### config.mk
export PLATFORM = sky130hd
export DESIGN_NAME = riscv_irq_dispatcher_flat
export DESIGN_NICKNAME = d
export VERILOG_FILES = /design/src/rtl/riscv_defines.sv /design/src/rtl/riscv_irq_dispatcher_if.sv /design/src/rtl/riscv_irq_prio_tree.sv /design/src/rtl/riscv_irq_dispatcher.sv /design/src/flat_wrapper.sv
export SDC_FILE = /design/constraint.sdc
export NUM_CORES = 1
export LEC_CHECK = 0
export ABC_AREA = 0
export CAP_MARGIN = 20
export CORE_MARGIN = 1.5
export CORE_UTILIZATION = 67
export CTS_CLUSTER_SIZE = 24
export DETAILED_ROUTE_END_ITERATION = 10
export PLACE_DENSITY_LB_ADDON = 0.1
export SYNTH_ARGS = -nofsm -noshare
export SYNTH_HDL_FRONTEND = slang
export SYNTH_HIERARCHICAL = 1
export SYNTH_SLANG_ARGS = --single-unit
export TNS_END_PERCENT = 10
### constraint.sdc
create_clock -name clk -period 151.5 [get_ports clk]
set_input_delay 22.725 -clock clk [delete_from_list [all_inputs] [get_ports clk]]
set_output_delay 22.725 -clock clk [all_outputs]
set_load 0.02 [all_outputs]
### src/rtl/riscv_defines.sv
// riscv_defines
// Definitions shared by the interrupt dispatcher slice:
//   IRQ_ID_W   width of the interrupt id seen by the core
//   IRQ_LEV_W  width of a per-line priority level
//   IRQ_IDX_W  width of a line index (cfg_idx_i, prio tree result)
//   cfg_sel_e  target of a configuration write
//   irq_state_e dispatcher offer state machine
package riscv_defines;

  localparam int IRQ_ID_W  = 10;
  localparam int IRQ_LEV_W = 8;
  localparam int IRQ_IDX_W = 5;

  typedef enum logic [1:0] {
    CFG_ENABLE  = 2'd0,
    CFG_LEVEL   = 2'd1,
    CFG_SECURE  = 2'd2,
    CFG_SETPEND = 2'd3
  } cfg_sel_e;

  typedef enum logic [1:0] {
    ST_IDLE  = 2'd0,
    ST_OFFER = 2'd1,
    ST_HOLD  = 2'd2
  } irq_state_e;

endpackage

### src/rtl/riscv_irq_dispatcher_if.sv
// riscv_irq_dispatcher_if
// Configuration bus and core offer/acknowledge handshake of the dispatcher.
//   cfg_we_i / cfg_sel_i / cfg_idx_i / cfg_wdata_i : configuration write
//   irq_pending_o / irq_id_o / irq_lev_o / irq_sec_o : offer to the core
//   irq_ack_i / irq_ack_id_i                        : core acknowledge
// Modports: slave = dispatcher side, master = core/configuration side.
interface riscv_irq_dispatcher_if;
  import riscv_defines::*;

  logic                 cfg_we_i;
  logic [1:0]           cfg_sel_i;
  logic [IRQ_IDX_W-1:0] cfg_idx_i;
  logic [7:0]           cfg_wdata_i;

  logic                 irq_pending_o;
  logic [IRQ_ID_W-1:0]  irq_id_o;
  logic [IRQ_LEV_W-1:0] irq_lev_o;
  logic                 irq_sec_o;
  logic                 irq_ack_i;
  logic [IRQ_ID_W-1:0]  irq_ack_id_i;

  modport slave (
    input  cfg_we_i, cfg_sel_i, cfg_idx_i, cfg_wdata_i,
    input  irq_ack_i, irq_ack_id_i,
    output irq_pending_o, irq_id_o, irq_lev_o, irq_sec_o
  );

  modport master (
    output cfg_we_i, cfg_sel_i, cfg_idx_i, cfg_wdata_i,
    output irq_ack_i, irq_ack_id_i,
    input  irq_pending_o, irq_id_o, irq_lev_o, irq_sec_o
  );

endinterface

### src/rtl/riscv_irq_prio_tree.sv
// riscv_irq_prio_tree
// Combinational selection of the candidate line with the highest level;
// equal levels resolve to the lowest index.
//   cand_i  : candidate vector (already pending & enabled & level != 0)
//   lev_i   : per-line levels
//   valid_o : at least one candidate
//   idx_o   : winning line index
//   lev_o   : winning level
module riscv_irq_prio_tree
  import riscv_defines::*;
#(
  parameter int NUM_IRQ = 32
) (
  input  logic [NUM_IRQ-1:0]                cand_i,
  input  logic [NUM_IRQ-1:0][IRQ_LEV_W-1:0] lev_i,
  output logic                              valid_o,
  output logic [IRQ_IDX_W-1:0]              idx_o,
  output logic [IRQ_LEV_W-1:0]              lev_o
);

  logic                 best_v;
  logic [IRQ_IDX_W-1:0] best_idx;
  logic [IRQ_LEV_W-1:0] best_lev;

  // Scan upward; only a strictly higher level replaces the current best,
  // so the lowest index keeps a tie.
  always_comb begin
    best_v   = 1'b0;
    best_idx = '0;
    best_lev = '0;
    for (int i = 0; i < NUM_IRQ; i++) begin
      if (cand_i[i] && (!best_v || (lev_i[i] > best_lev))) begin
        best_v   = 1'b1;
        best_idx = IRQ_IDX_W'(i);
        best_lev = lev_i[i];
      end
    end
  end

  assign valid_o = best_v;
  assign idx_o   = best_idx;
  assign lev_o   = best_lev;

endmodule

### src/rtl/riscv_irq_dispatcher.sv
// riscv_irq_dispatcher
// Edge-triggered interrupt collector with per-line enable/level, priority
// arbitration and a registered offer to the core.
//   clk, rst_n : clock, asynchronous active-low reset
//   irq_i      : interrupt lines, rising-edge triggered
//   bus        : riscv_irq_dispatcher_if.slave (cfg writes, offer, ack)
//   pending_o  : raw pending vector
// Optional feature: define IRQ_SECURE_EN for per-line secure bits
// (cfg_sel_i=2); otherwise irq_sec_o is tied to 1.
module riscv_irq_dispatcher
  import riscv_defines::*;
#(
  parameter int NUM_IRQ = 32
) (
  input  logic                     clk,
  input  logic                     rst_n,
  input  logic [NUM_IRQ-1:0]       irq_i,
  riscv_irq_dispatcher_if.slave    bus,
  output logic [NUM_IRQ-1:0]       pending_o
);

  logic [NUM_IRQ-1:0]                pending_reg, pending_next;
  logic [NUM_IRQ-1:0]                enable_reg, enable_next;
  logic [NUM_IRQ-1:0]                irq_prev_reg;
  logic [NUM_IRQ-1:0][IRQ_LEV_W-1:0] level_reg, level_next;
  logic [NUM_IRQ-1:0]                cand;

  logic                 win_valid;
  logic [IRQ_IDX_W-1:0] win_idx;
  logic [IRQ_LEV_W-1:0] win_lev;

  irq_state_e           state_reg, state_next;
  logic [IRQ_ID_W-1:0]  id_reg;
  logic [IRQ_LEV_W-1:0] lev_reg;

  // Per-line next-state; out-of-range indices simply match no line.
  // Set terms are OR-ed after the ack clear so a same-cycle edge wins.
  generate
    for (genvar gi = 0; gi < NUM_IRQ; gi++) begin : g_line
      logic line_sel;
      logic set_bit;
      logic clr_bit;

      assign line_sel = bus.cfg_we_i && (bus.cfg_idx_i == IRQ_IDX_W'(gi));
      assign set_bit  = (irq_i[gi] & ~irq_prev_reg[gi]) |
                        (line_sel && (bus.cfg_sel_i == CFG_SETPEND) && bus.cfg_wdata_i[0]);
      assign clr_bit  = bus.irq_ack_i && (bus.irq_ack_id_i == IRQ_ID_W'(gi));

      assign pending_next[gi] = (pending_reg[gi] & ~clr_bit) | set_bit;
      assign enable_next[gi]  = (line_sel && (bus.cfg_sel_i == CFG_ENABLE)) ?
                                bus.cfg_wdata_i[0] : enable_reg[gi];
      assign level_next[gi]   = (line_sel && (bus.cfg_sel_i == CFG_LEVEL)) ?
                                bus.cfg_wdata_i : level_reg[gi];
      assign cand[gi]         = pending_reg[gi] & enable_reg[gi] & (|level_reg[gi]);
    end
  endgenerate

  riscv_irq_prio_tree #(
    .NUM_IRQ (NUM_IRQ)
  ) u_prio_tree (
    .cand_i  (cand),
    .lev_i   (level_reg),
    .valid_o (win_valid),
    .idx_o   (win_idx),
    .lev_o   (win_lev)
  );

  always_ff @(posedge clk or negedge rst_n) begin
    if (!rst_n) begin
      pending_reg  <= '0;
      enable_reg   <= '0;
      level_reg    <= '0;
      irq_prev_reg <= '0;
    end else begin
      pending_reg  <= pending_next;
      enable_reg   <= enable_next;
      level_reg    <= level_next;
      irq_prev_reg <= irq_i;
    end
  end

  // An ack always forces one HOLD cycle; otherwise every state follows
  // the presence of a candidate.
  always_comb begin
    state_next = state_reg;
    if (bus.irq_ack_i) begin
      state_next = ST_HOLD;
    end else begin
      case (state_reg)
        ST_IDLE:  state_next = win_valid ? ST_OFFER : ST_IDLE;
        ST_OFFER: state_next = win_valid ? ST_OFFER : ST_IDLE;
        ST_HOLD:  state_next = win_valid ? ST_OFFER : ST_IDLE;
        default:  state_next = ST_IDLE;
      endcase
    end
  end

  // id/lev reload only on entry to or stay in OFFER, so they keep the
  // last offered values in IDLE and HOLD.
  always_ff @(posedge clk or negedge rst_n) begin
    if (!rst_n) begin
      state_reg <= ST_IDLE;
      id_reg    <= '0;
      lev_reg   <= '0;
    end else begin
      state_reg <= state_next;
      if (state_next == ST_OFFER) begin
        id_reg  <= IRQ_ID_W'(win_idx);
        lev_reg <= win_lev;
      end
    end
  end

`ifdef IRQ_SECURE_EN
  logic [NUM_IRQ-1:0] secure_reg, secure_next;
  logic [NUM_IRQ-1:0] win_oh;
  logic               sec_reg;

  generate
    for (genvar gi = 0; gi < NUM_IRQ; gi++) begin : g_sec
      assign secure_next[gi] = (bus.cfg_we_i && (bus.cfg_sel_i == CFG_SECURE) &&
                                (bus.cfg_idx_i == IRQ_IDX_W'(gi))) ?
                               bus.cfg_wdata_i[0] : secure_reg[gi];
      assign win_oh[gi]      = (win_idx == IRQ_IDX_W'(gi));
    end
  endgenerate

  always_ff @(posedge clk or negedge rst_n) begin
    if (!rst_n) begin
      secure_reg <= '1;
      sec_reg    <= 1'b1;
    end else begin
      secure_reg <= secure_next;
      if (state_next == ST_OFFER) begin
        sec_reg <= |(secure_reg & win_oh);
      end
    end
  end

  assign bus.irq_sec_o = sec_reg;
`else
  assign bus.irq_sec_o = 1'b1;
`endif

  assign bus.irq_pending_o = (state_reg == ST_OFFER);
  assign bus.irq_id_o      = id_reg;
  assign bus.irq_lev_o     = lev_reg;
  assign pending_o         = pending_reg;

endmodule

### src/flat_wrapper.sv
// flat-port wrapper written by rule: the top's interface ports become plain ports
module riscv_irq_dispatcher_flat import riscv_defines::*;
#(
  parameter int NUM_IRQ = 32
)
  (clk, rst_n, irq_i, pending_o, bus_cfg_we_i, bus_cfg_sel_i, bus_cfg_idx_i, bus_cfg_wdata_i, bus_irq_ack_i, bus_irq_ack_id_i, bus_irq_pending_o, bus_irq_id_o, bus_irq_lev_o, bus_irq_sec_o);
  riscv_irq_dispatcher_if bus_i ();
  input  logic clk;
  input  logic rst_n;
  input  logic [NUM_IRQ-1:0] irq_i;
  output logic [NUM_IRQ-1:0] pending_o;
  input wire logic [$bits(bus_i.cfg_we_i)-1:0] bus_cfg_we_i;
  input wire logic [$bits(bus_i.cfg_sel_i)-1:0] bus_cfg_sel_i;
  input wire logic [$bits(bus_i.cfg_idx_i)-1:0] bus_cfg_idx_i;
  input wire logic [$bits(bus_i.cfg_wdata_i)-1:0] bus_cfg_wdata_i;
  input wire logic [$bits(bus_i.irq_ack_i)-1:0] bus_irq_ack_i;
  input wire logic [$bits(bus_i.irq_ack_id_i)-1:0] bus_irq_ack_id_i;
  output wire logic [$bits(bus_i.irq_pending_o)-1:0] bus_irq_pending_o;
  output wire logic [$bits(bus_i.irq_id_o)-1:0] bus_irq_id_o;
  output wire logic [$bits(bus_i.irq_lev_o)-1:0] bus_irq_lev_o;
  output wire logic [$bits(bus_i.irq_sec_o)-1:0] bus_irq_sec_o;
  assign bus_i.cfg_we_i = bus_cfg_we_i;
  assign bus_i.cfg_sel_i = bus_cfg_sel_i;
  assign bus_i.cfg_idx_i = bus_cfg_idx_i;
  assign bus_i.cfg_wdata_i = bus_cfg_wdata_i;
  assign bus_i.irq_ack_i = bus_irq_ack_i;
  assign bus_i.irq_ack_id_i = bus_irq_ack_id_i;
  assign bus_irq_pending_o = bus_i.irq_pending_o;
  assign bus_irq_id_o = bus_i.irq_id_o;
  assign bus_irq_lev_o = bus_i.irq_lev_o;
  assign bus_irq_sec_o = bus_i.irq_sec_o;
  riscv_irq_dispatcher #(.NUM_IRQ(NUM_IRQ)) u_core (.clk(clk), .rst_n(rst_n), .irq_i(irq_i), .bus(bus_i), .pending_o(pending_o));
endmodule
==> results.md <==
* Outcome: complete, no violations
* Die Area at slightly above 40000 um^2
* Worst slew margin at 0.188
* First-pass GRT wire length at 122 mm
* Hold Crit Class: reg2reg
* Initial antenna violation count at 1
* Avg Cell Area, Syn at just under 10 um^2
* M1 wire length at 33.2 mm
* Worst EP required at 151.95 ns
* Setup ws final at 81.25 ns
* Dpl ws at 83.75 ns
* Worst path slowest cell: a21oi_1
* Largest net degree at the start of global routing at 79
* Area leader, netlist: dfrtp_1
* Post-layout nets at 3079
* Cell Rows at 73
* Vias in the first global route at 21.7k
* H-tree Lvls at 2
* Setup Buffers After CTS at 0
* Vias at 22.5k
* Grt total ovfl at 0
* Most frequent cells in the layout: 416 x mux2_2, 367 x dfrtp_1, 246 x inv_1
* Mapped Cells at 2710
* Hold Vio Cnt, Final at 0
* Share of the synthesized area in the top cell type at 0.342
* Worst Skew at 0.0219 ns
* Critical path type: reg2reg
* CTS tree: done
* Number of synthesized flops with an enable pin at 0
* Distinct cell type count after synthesis at 105
* Core ar. at 39600 um^2
* Synth top area cells: dfrtp_1 34%, mux2_2 17%, ha_1 10%, inv_1 3.4%, a21oi_1 2.3%
* Post-DR wirelength/cell at 23.8 um
* Metal2 WL at roughly 37 mm
* Post-CTS sizing at 0
* Clock latency on the worst-skew pair at 0.58 ns
* Synthesized cell area at ~27000 um^2
* Power Density at 14.0 nW/um^2
* Cell mode on critical path: a21o_1
* Clock Sinks at 367
* Max Buffers Root-to-Sink at 3
* DP HPWL at 55.6 mm
* Share of layout cells above drive strength 1 at 0.219
* Async set-reset flop share out of synthesis at 1.00
* Setup violators final at 0
* Max reg flops at 256
* Io pins at 113
* Tcrit/Tclk final at 0.464
* Max-cap violations at 0
* Slew Limit Fails at 0
* Setup TNS at 0 ns
* Leak at 14.0 nW
* Max frequency at 0.0142 GHz
* Area growth, synth to finish at 11.1%
* Drt total wl at around 80 mm
* Post-DRT Antenna Nets at 0
* Root buf cell: clkbuf_16
* DR pass1 iterations at 8
* Reg clk slew, reported paths at 0.06 ns
* Highest Signal Layer: met4
* Ys Warns at 6
* Max IR drop VDD at 0.0000106 V
* Kind of launch point of the worst setup path: flip-flop
* RD Place Congestion at 0.979
* Die width at 203 um
* Fin crit period at 70.25 ns
* Post-synthesis sequential area ratio at 0.342
* CP peak stage delay at 0.85 ns
* Die Ht at 203 um
* Most common cell after layout, fill and taps aside: mux2_2
* Starting Density at 0.678
* CP Data Arrival Time at 70.70 ns
* Synth Register Bits at 367
* Port Buffer Count at between 100 and 150
* Fillers at 2777
* Worst Tran Pin Value at 1.22 ns
* Crit Path Max Fanout at 32
* Total track usage at 0.380
* Setup repair after global routing missed its margin: no
* Ys flop type: dfrtp_1
* DRC viols at 0
* Routed length on met3 at between 6 and 7 mm
* CTS Hold Bufs at 0
* CTS Buf Count at 42
* Delay-heaviest family, CP: compound AO/OA/AOI/OAI gates
* Via density at 6.71
* DR iter-0 viols at 2032
* Number of buffers and inverters on the critical path at 25
* Crit. End Element: flip-flop
[path summary, 6_finish.rpt]
| kind | start | endpoint | slack (ns) | depth (start not counted) |
|---|---|---|---|---|
| min in group asynchronous | rst_n | u_core/level_reg[46]$_DFFE_PN0P_ | 22.10 | 1 |
| max in group asynchronous | rst_n | u_core/irq_prev_reg[30]$_DFF_PN0_ | 127.20 | 4 |
| min | u_core/state_reg[0]$_DFF_PN0_ | u_core/state_reg[0]$_DFF_PN0_ | 0.49 | 1 |
| max reg2reg | u_core/level_reg[5]$_DFFE_PN0P_ | u_core/bus.irq_id_o[3]$_DFFE_PN0N_ | 81.25 | 309 |
| max | u_core/level_reg[5]$_DFFE_PN0P_ | u_core/bus.irq_id_o[3]$_DFFE_PN0N_ | 81.25 | 309 |
| min reg2reg | u_core/state_reg[0]$_DFF_PN0_ | u_core/state_reg[0]$_DFF_PN0_ | 0.49 | 1 |
[metal layers]
metal / track usage / vias to the layer above
li1: - / 10100
met1: 0.511 / 11100
met2: 0.604 / 1024
met3: 0.0676 / 224
met4: 0.162 / 0
met5: 0 / -
[report_power, final]
group          switching [mW]  internal (mW)
registers             0.00882          0.106
clock network          0.0432         0.0631
logic                   0.114         0.0823
total                   0.166          0.252
[cell families (layout without fill, tap and decap cells)]
group           Yosys count  in the layout  synth area share
compound gates          537            537             0.145
xor+xnor                  8              8           0.00261
fa+ha+maj               226            226             0.105
buf+inv                 350            460            0.0519
flops                   367            367             0.342
mux                     484            484             0.202
other cells               2              7          0.000279
simple gates            736            736             0.152
[through the flow]
stage          power, mW  cell area [um^2]  hold slack [ns]  cells   util
2_1_floorplan      0.255             26900            0.480   2714      -
3_3_place_gp       0.297             28400            0.487   3269  0.716
3_5_place_dp       0.304             28400            0.494   3271  0.716
4_1_cts            0.412             29800            0.508   3346  0.752
5_1_grt            0.439             29900            0.517   3349  0.753
6_report           0.418             29900            0.490   3350  0.753
[cell usage after synthesis (all sizes together) (5+ instances only)]
library cell	n
a211oi	12
mux2i	54
o311ai	5
o211a	7
a211o	9
o21a	19
o22ai	7
a21boi	11
ha	225
mux2	430
a21o	81
a31oi	20
o31ai	14
nor2b	60
or3	8
nand2	154
nand2b	28
inv	248
nor2	133
clkbuf	60
o21ai	94
o21bai	6
nor4	73
o221ai	10
a221o	41
nand4	61
nor3b	8
and4	7
and3	23
nor3	66
nand3	69
a31o	13
and2	15
a22oi	5
o211ai	14
a21oi	127
o31a	8
buf	42
or2	8
dfrtp	367
[area by class of cell]
cell class / instances / area [um^2] / area share
sequential: 367 / 9180 / 0.307
antenna: 1 / 2.50 / 0.0000838
clock buffer: 54 / 1170 / 0.0391
clock inverter: 21 / 248 / 0.00829
multi-input combinational: 1997 / 16300 / 0.547
tap: 525 / 657 / 0.0220
timing repair buffer: 137 / 1330 / 0.0445
inverter: 248 / 931 / 0.0312
Note: power is estimated with default switching activity, not from simulation.
